### config.mk
export PLATFORM = sky130hd
export DESIGN_NAME = pipe_phy_ctrl_responder
export DESIGN_NICKNAME = d
export VERILOG_FILES = /design/src/rtl/pipe_phy_ctrl_responder.sv
export SDC_FILE = /design/constraint.sdc
export NUM_CORES = 1
export LEC_CHECK = 0
export ABC_AREA = 1
export CELL_PAD_IN_SITES_DETAIL_PLACEMENT = 1
export CELL_PAD_IN_SITES_GLOBAL_PLACEMENT = 1
export CORE_ASPECT_RATIO = 1.1
export CORE_MARGIN = 2
export CORE_UTILIZATION = 38
export CTS_BUF_LIST = sky130_fd_sc_hd__clkbuf_4 sky130_fd_sc_hd__clkbuf_8
export CTS_CLUSTER_SIZE = 14
export DETAILED_ROUTE_END_ITERATION = 16
export HOLD_SLACK_MARGIN = 0.08
export PLACE_DENSITY = 0.82
export SLEW_MARGIN = 10
export SYNTH_ARGS = -nofsm -noshare
export SYNTH_HDL_FRONTEND = slang
export SYNTH_SLANG_ARGS = --single-unit
### constraint.sdc
create_clock -name clk -period 2.15 [get_ports clk]
set_input_delay 0.3225 -clock clk [delete_from_list [all_inputs] [get_ports clk]]
set_output_delay 0.3225 -clock clk [all_outputs]
set_load 0.02 [all_outputs]
### src/rtl/pipe_phy_ctrl_responder.sv
// PHY-side responder for the PIPE MAC/PHY control handshake: reset-complete,
// power-state change, rate change and receiver detection, each acknowledged on phy_status.
module pipe_phy_ctrl_responder #(
    parameter int unsigned RESET_ACK_CYCLES   = 8,
    parameter int unsigned PD_CHANGE_CYCLES   = 8,
    parameter int unsigned RATE_CHANGE_CYCLES = 16,
    parameter int unsigned DETECT_CYCLES      = 32
) (
    input  logic       clk,
    input  logic       reset,
    input  logic [3:0] power_down,
    input  logic [3:0] rate,
    input  logic       tx_detect_rx,
    input  logic       tx_elec_idle,
    input  logic       rx_present,
    output logic       phy_status,
    output logic [2:0] rx_status,
    output logic       rx_elec_idle,
    output logic [3:0] cur_power_down,
    output logic [3:0] cur_rate
);

    localparam int unsigned MAX_AB = (RESET_ACK_CYCLES > PD_CHANGE_CYCLES) ?
                                     RESET_ACK_CYCLES : PD_CHANGE_CYCLES;
    localparam int unsigned MAX_CD = (RATE_CHANGE_CYCLES > DETECT_CYCLES) ?
                                     RATE_CHANGE_CYCLES : DETECT_CYCLES;
    localparam int unsigned MAX_CYCLES = (MAX_AB > MAX_CD) ? MAX_AB : MAX_CD;
    // The counter only ever holds CYCLES-1, so clog2(max) bits are enough.
    localparam int unsigned CNT_W = (MAX_CYCLES > 1) ? $clog2(MAX_CYCLES) : 1;

    localparam logic [3:0] PD_P0   = 4'd0;
    localparam logic [3:0] PD_P0S  = 4'd1;
    localparam logic [3:0] PD_P1   = 4'd2;
    localparam logic [3:0] PD_P2   = 4'd3;
    localparam logic [3:0] RATE_MAX = 4'd4;
    localparam logic [2:0] RXS_DETECTED = 3'b011;

    typedef enum logic [2:0] {
        S_RESET_ACK,
        S_IDLE,
        S_PD_CHANGE,
        S_RATE_CHANGE,
        S_DETECT,
        S_ACK,
        S_DETECT_RELEASE
    } state_t;

    state_t           state_q, state_d;
    logic [CNT_W-1:0] cnt_q, cnt_d;
    logic [3:0]       target_q, target_d;
    logic             det_flag_q, det_flag_d;
    logic             phy_status_d;
    logic [2:0]       rx_status_d;
    logic [3:0]       cur_power_down_d, cur_rate_d;

    logic pd_req, rate_req, det_req;

    assign pd_req   = (power_down <= PD_P2) && (power_down != cur_power_down);
    assign rate_req = (rate <= RATE_MAX) && (rate != cur_rate) &&
                      ((cur_power_down == PD_P0) || (cur_power_down == PD_P0S));
    assign det_req  = tx_detect_rx && tx_elec_idle && (cur_power_down == PD_P1);

    // NOTE: every signal written here gets a default first, so no path leaves it unassigned (no latch).
    always_comb begin
        state_d          = state_q;
        cnt_d            = cnt_q;
        target_d         = target_q;
        det_flag_d       = det_flag_q;
        phy_status_d     = phy_status;
        rx_status_d      = rx_status;
        cur_power_down_d = cur_power_down;
        cur_rate_d       = cur_rate;

        unique case (state_q)
            S_RESET_ACK: begin
                if (cnt_q == '0) begin
                    phy_status_d = 1'b0;
                    state_d      = S_IDLE;
                end else begin
                    cnt_d = cnt_q - 1'b1;
                end
            end
            S_IDLE: begin
                // Priority: power state, then rate (only in P0/P0s), then receiver detect (only in P1).
                if (pd_req) begin
                    target_d = power_down;
                    cnt_d    = CNT_W'(PD_CHANGE_CYCLES - 1);
                    state_d  = S_PD_CHANGE;
                end else if (rate_req) begin
                    target_d = rate;
                    cnt_d    = CNT_W'(RATE_CHANGE_CYCLES - 1);
                    state_d  = S_RATE_CHANGE;
                end else if (det_req) begin
                    cnt_d   = CNT_W'(DETECT_CYCLES - 1);
                    state_d = S_DETECT;
                end
            end
            S_PD_CHANGE: begin
                if (cnt_q == '0) begin
                    cur_power_down_d = target_q;
                    phy_status_d     = 1'b1;
                    state_d          = S_ACK;
                end else begin
                    cnt_d = cnt_q - 1'b1;
                end
            end
            S_RATE_CHANGE: begin
                if (cnt_q == '0) begin
                    cur_rate_d   = target_q;
                    phy_status_d = 1'b1;
                    state_d      = S_ACK;
                end else begin
                    cnt_d = cnt_q - 1'b1;
                end
            end
            S_DETECT: begin
                if (cnt_q == '0) begin
                    rx_status_d  = rx_present ? RXS_DETECTED : 3'b000;
                    phy_status_d = 1'b1;
                    det_flag_d   = 1'b1;
                    state_d      = S_ACK;
                end else begin
                    cnt_d = cnt_q - 1'b1;
                end
            end
            S_ACK: begin
                phy_status_d = 1'b0;
                rx_status_d  = 3'b000;
                det_flag_d   = 1'b0;
                state_d      = det_flag_q ? S_DETECT_RELEASE : S_IDLE;
            end
            S_DETECT_RELEASE: begin
                // A held detect request must drop before another detect can be accepted.
                if (!tx_detect_rx) begin
                    state_d = S_IDLE;
                end
            end
            default: state_d = S_IDLE;
        endcase
    end

    // NOTE: sequential state uses non-blocking assignments so every register samples pre-edge values.
    always_ff @(posedge clk or posedge reset) begin
        if (reset) begin
            state_q        <= S_RESET_ACK;
            cnt_q          <= CNT_W'(RESET_ACK_CYCLES - 1);
            target_q       <= '0;
            det_flag_q     <= 1'b0;
            phy_status     <= 1'b1;
            rx_status      <= 3'b000;
            rx_elec_idle   <= 1'b1;
            cur_power_down <= PD_P1;
            cur_rate       <= 4'd0;
        end else begin
            state_q        <= state_d;
            cnt_q          <= cnt_d;
            target_q       <= target_d;
            det_flag_q     <= det_flag_d;
            phy_status     <= phy_status_d;
            rx_status      <= rx_status_d;
            rx_elec_idle   <= !((cur_power_down == PD_P0) && rx_present);
            cur_power_down <= cur_power_down_d;
            cur_rate       <= cur_rate_d;
        end
    end

endmodule

==> metrics.md, run 1 <==
| Metric | Value |
|---|---|
| Status | `finished clean` |
| Sequential share of the synthesized area | `0.431` |
| Fin crit share | `0.822` |
| Initial DRC Count | `55` |
| Ant. Diodes | `0` |
| FF/Latch Area | `~600 sq um` |
| Die W | `approximately 62 microns` |
| Final Hold Fails | `0` |
| Mapped Nets | `~210` |
| Clock buffer depth | `2` |
| Area of the core | `about 3600 sq um` |
| Vias in the first global route | `between 1000 and 1500` |
| Hold Path Class | `input pin to asynchronous set/reset pin` |
| R2R depth | `8` |
| Sequential Power Share | `0.354` |
| Post-Syn Instances | `slightly below 200` |
| Clock sink count | `24` |
| Htree depth | `1` |
| CP peak stage delay | `about 0.60 ns` |
| Post-CTS Setup Bufs | `0` |
| Buffers plus inverters on the worst setup path | `1` |
| Clk_skew | `just under 0.01 ns` |
| Period minus WS final | `1.77 ns` |
| Max-Cap Viols | `0` |
| Crit path required time | `roughly 1.8 ns` |
| Total of warnings raised by yosys | `0` |
| DRC | `0` |
| Wirelength per Cell | `roughly 13 microns` |
| Syn Std Cell Area | `between 1000 and 1500 sq um` |
| Combinational group share of total power | `0.509` |
| Die Area | `around 4200 sq um` |
| CTS tree | `yes` |
| Starting Density | `0.392` |
| Unrepaired setup endpoints after global routing | `no` |
| Drt pass-1 iters | `4` |
| Max-slew violation count | `0` |
| Setup TNS | `0 ns` |
| Routed Antenna Nets | `0` |
| Critical path peak fanout | `4` |
| Initial antenna violation count | `0` |
| Avg Inst Size Synth | `7.31 sq um` |
| Routed WL | `3540 microns` |
| Root buffer cell | `clkbuf_8` |
| Internal power | `~1.2 mW` |
| Vias per cell | `roughly 4.7` |
| Clock Latency Late Sink | `0.27 ns` |
| GRT Resource Usage Total | `0.187` |
| Hold_buf cts | `0` |
| Remaining global-route overflow | `0` |
| CTS Buf Count | `3` |
| Clock Power Share | `0.137` |
| Area growth, synth to finish | `24.4%` |
| Fillers | `~460` |
| HPWL Detailed | `roughly 2700 microns` |
| Pin count of the biggest net entering global routing | `25` |
| Switch Pwr | `roughly 1 mW` |
| Critical path class | `flop to primary output` |
| CP max-delay cell | `clkdlybuf4s50_1` |
| Clock slew seen by the registers of the worst setup and hold paths | `~0.090 ns` |
| I/O pin total | `26` |
| I/O Buffers | `24` |
| Number of gates resized after cts | `0` |
| Share of cells above drive strength 1 | `0.150` |
| Peak Freq | `approximately 570 MHz` |
| Critical Path Start | `cur_power_down[1]` |
| VDD IR-drop max | `537 uV` |
| P per Cell Area | `between 1000 and 1500 nW/um^2` |
| Reg2reg start | `cnt_q[0]` |
| First-pass GRT wire length | `roughly 6300 microns` |
| Die Y | `67.9 microns` |
| Static leakage | `0.866 nW` |
| FF-to-FF End | `cur_power_down[2]` |
| Synth unique cells | `24` |
| Crit path capture type | `primary output` |
| Switching share of power | `0.452` |
| Worst endpoint data arrival time | `roughly 1.4 ns` |
| Final #Nets | `between 200 and 250` |
| Vias | `1272` |
| #FFs+latches synth | `24` |
| Reg2Reg Setup Slack | `slightly above 0.5 ns` |
| Final Wtd Congestion | `about 0.8` |
| Top Family by Delay on Critical Path | `buffers and inverters` |
| Worst path depth | `1` |
| CP Launch Type | `flop` |
| Final setup viols | `0` |
| Pwr Total | `roughly 2.2 mW` |
| Setup crit end | `cur_power_down[1]` |
| Multi-input logic area | `between 600 and 700 sq um` |
| Worst path cell trace | `clkdlybuf4s50_1` |
| Num rows | `23` |
## kinds of logic after synthesis
kind of cell | synth area share
AOI/OAI and AO/OA | 0.0966
xor gates and xnor gates | 0.00621
adders and majority gates | 0.00886
buffers and inverters | 0.101
DFF | 0.431
other | 0.00266
and+or+nand+nor | 0.354
## per-stage QoR
stage	cell area [sq um]	instances	setup slack [ns]	hold WS (ns)	util
after floorplan	1410	193	0.679	0.333	-
after global placement	1710	266	0.335	0.464	0.474
after detailed placement	1710	266	0.292	0.467	0.474
after CTS	1760	270	0.375	0.428	0.488
after global routing	1760	270	0.338	0.492	0.488
final	1760	270	0.383	0.406	0.488
## flip-flops by register name (all words and copies together) (netlist names)
name / flops
cnt_q: 5
cur_power_down: 4
cur_rate: 4
det_flag_q: 1
phy_status: 1
rx_elec_idle: 1
rx_status: 1
state_q: 3
target_q: 4
## Yosys cell counts
master	instances	area (sq um)
inv_2	7	26.3
nand2_2	6	37.5
nand2_4	4	45.0
dfrtp_1	18	450
o21a_2	1	8.76
nand3_4	1	17.5
nand2_1	60	225
nand4_1	2	12.5
ha_1	1	12.5
o21ai_1	2	10.0
nand3_1	9	45.0
nor2_2	1	6.26
nor3_1	1	5.00
buf_4	2	15.0
xnor2_1	1	8.76
inv_1	27	101
nor3_4	1	16.3
conb_1	1	3.75
o31ai_1	1	7.51
dfstp_2	6	158
nor4_4	1	21.3
a21oi_1	4	20.0
o21ai_0	18	90.1
nor2_1	18	67.6
## how the worst min path moves through the flow
stage	from	to	slack [ns]	cells after the start
6_report	reset	cur_power_down[2]	0.41	3
5_1_grt	reset	cur_power_down[2]	0.49	3
2_1_floorplan	reset	cnt_q[3]	0.33	1
4_1_cts	reset	cur_power_down[2]	0.43	3
3_3_place_gp	cnt_q[1]	cnt_q[1]	0.46	2
3_5_place_dp	cnt_q[1]	cnt_q[1]	0.47	2
## power groups by stage
stage | sequential, mW | combinational, mW | clock [mW]
2_1_floorplan | 0.806 | 0.769 | 0
3_3_place_gp | 0.780 | 1.08 | 0
3_5_place_dp | 0.781 | 1.11 | 0
4_1_cts | 0.773 | 1.13 | 0.305
5_1_grt | 0.793 | 1.27 | 0.323
6_report | 0.774 | 1.11 | 0.298
## cells in the final DEF, fill, tap and decap left out, types with 2 or more instances in the layout
cell type,netlist,layout
nand2_1,60,60
inv_1,27,27
clkdlybuf4s50_1,0,24
nor2_1,18,18
o21ai_0,18,18
dfrtp_1,18,18
nand3_1,9,9
inv_2,7,7
nand2_2,6,6
dfstp_2,6,6
nand2_4,4,4
a21oi_1,4,4
clkbuf_8,0,3
nand4_1,2,2
o21ai_1,2,2
## cell type report
cell class,instances,share of cell area
inverter,34,0.0727
tap,50,0.0356
sequential,24,0.346
multi-input combinational,133,0.376
clock buffer,4,0.0278
timing repair buffer,25,0.141
## per-layer routing
| layer | vias to the layer above | routed length [microns] | track usage |
|---|---|---|---|
| met5 | - | 0 | 0 |
| met4 | 0 | 47 | 0.0583 |
| met3 | 4 | 77 | 0.0214 |
| met2 | 15 | 1720 | 0.348 |
| met1 | 606 | 1690 | 0.231 |
| li1 | 647 | - | - |
Power figures use the tool's default switching activity.
==> run 2, diff against run 1 <==
Settings changed: CORE_UTILIZATION 38 to 35, PLACE_DENSITY 0.82 to 0.8.
Clock period 2.15 ns to 1.6 ns, I/O delays scaled along.
==> metrics.md, run 2 (same netlist as run 1, synthesis figures left out) <==
| Metric | Value |
|---|---|
| Status | `finished clean` |
| Worst path cell trace | `clkdlybuf4s50_1` |
| Buffers plus inverters on the worst setup path | `1` |
| Final Wtd Congestion | `0.851` |
| Final Hold Fails | `0` |
| Critical path class | `flop to primary output` |
| Clock sink count | `24` |
| Post-layout util | `0.498` |
| I/O pin total | `26` |
| Clock slew seen by the registers of the worst setup and hold paths | `roughly 0.1 ns` |
| Share of cells above drive strength 1 | `0.239` |
| Peak Freq | `roughly 650 MHz` |
| Num rows | `24` |
| Die Y | `70.6 microns` |
| Initial DRC Count | `26` |
| Commonest non-fill, non-tap cell in the layout | `nand2_1` |
| Area growth, synth to finish | `37.9%` |
| Fin crit share | `0.959` |
| Wirelength per Cell | `approximately 13 microns` |
| Hold Path Class | `input pin to asynchronous set/reset pin` |
| Clock Latency Late Sink | `0.27 ns` |
| Most flops, register | `cnt_q` |
| Root buffer cell | `clkbuf_8` |
| P per Cell Area | `roughly 1700 nW/um^2` |
| Die Area | `4560 sq um` |
| Clk_skew | `around 0.0053 ns` |
| DRC | `0` |
| Pin count of the biggest net entering global routing | `25` |
| Crit path required time | `between 1 and 1.5 ns` |
| Commonest non-fill, non-tap cells in the layout | `nand2_1 (57), inv_1 (25), clkdlybuf4s50_1 (21)` |
| Vias | `1346` |
| Remaining global-route overflow | `0` |
| First-pass GRT wire length | `slightly below 7000 microns` |
| Routed Antenna Nets | `0` |
| VDD IR-drop max | `682 uV` |
| Max-slew violation count | `0` |
| I/O Buffers | `24` |
| Largest register FFs | `5` |
| CTS Buf Count | `3` |
| Die W | `roughly 65 microns` |
| Max-Cap Viols | `0` |
| GRT Resource Usage Total | `0.189` |
| Vias per cell | `approximately 4.7` |
| CP Launch Type | `flop` |
| Hold_buf cts | `0` |
| CP peak stage delay | `roughly 0.63 ns` |
| Htree depth | `1` |
| Period minus WS final | `approximately 1.5 ns` |
| HPWL Detailed | `between 2000 and 3000 microns` |
| CTS tree | `yes` |
| CP max-delay cell | `clkdlybuf4s50_1` |
| Final #Nets | `around 250` |
| Worst endpoint data arrival time | `between 1 and 1.5 ns` |
| Crit path capture type | `primary output` |
| Critical path peak fanout | `4` |
| Final setup viols | `0` |
| Pwr Total | `3.30 mW` |
| Clock buffer depth | `2` |
| Starting Density | `0.362` |
| Vias in the first global route | `around 1400` |
| Drt pass-1 iters | `4` |
| Initial antenna violation count | `0` |
| Final hold slack | `0.315 ns` |
| Static leakage | `between 0.9 and 1 nW` |
| Area of the core | `a little under 4000 sq um` |
| Routed WL | `slightly below 4000 microns` |
| Top Family by Delay on Critical Path | `buffers and inverters` |
| Ant. Diodes | `0` |
==> run 2: changes by cell type in the layout (fill, tap and decap cells not counted), moves of 2 or more <==
cell,previous run,this run
buf_4,1,14
clkdlybuf4s50_1,24,21
dlygate4sd2_1,0,3
nand2_1,60,57
inv_1,27,25
inv_2,7,9
nand2_4,4,6
nor2_4,0,2
o21ai_0,18,16
==> run 2: worst paths after layout <==
path / start / cells past startpoint / slack, ns / to
max: cur_power_down[0] / 1 / 0.07 / cur_power_down[0]
min: reset / 3 / 0.31 / rx_status[0]
max reg2reg: cnt_q[0] / 11 / 0.10 / state_q[0]
min reg2reg: cnt_q[0] / 2 / 0.49 / cnt_q[0]
max in group asynchronous: reset / 3 / 1.00 / cur_power_down[1]
min in group clk: cnt_q[0] / 2 / 0.49 / cnt_q[0]
==> run 2: power by group <==
group | switching (mW) | internal, mW
registers | 0.195 | 0.861
clock network | 0.220 | 0.335
logic | 1.05 | 0.648
==> run 2: routing by layer <==
layer	vias to the layer above	wire length (microns)	track usage
met4	0	72	0.0662
met3	7	67	0.0238
met1	642	1830	0.252
li1	680	-	-
met2	17	1870	0.317
met5	-	0	0
==> run 2: through the flow <==
step / worst slack (ns) / instances / area (sq um) / setup TNS, ns
after floorplan: 0.129 / 193 / 1410 / 0
after global placement: -0.0660 / 281 / 1810 / -0.347
after detailed placement: -0.176 / 281 / 1810 / -1.03
after CTS: 0.00639 / 286 / 1900 / 0
after global routing: -0.0123 / 286 / 1950 / -0.0123
final: 0.0659 / 286 / 1950 / 0
==> run 2: timing repair <==
action                                  4_1_cts  5_1_grt
buffers inserted                              1        0
endpoints found under the setup margin       16       19
resized for setup                             7       12
pin swaps                                     3        3
==> run 2: layout make-up <==
type / instances / area, sq um
inverter: 34 / 128
fill: 487 / 1960
clock buffer: 3 / 41.3
sequential: 24 / 608
multi-input combinational: 133 / 712
clock inverter: 1 / 30.0
timing repair buffer: 39 / 362
tap: 52 / 65.1
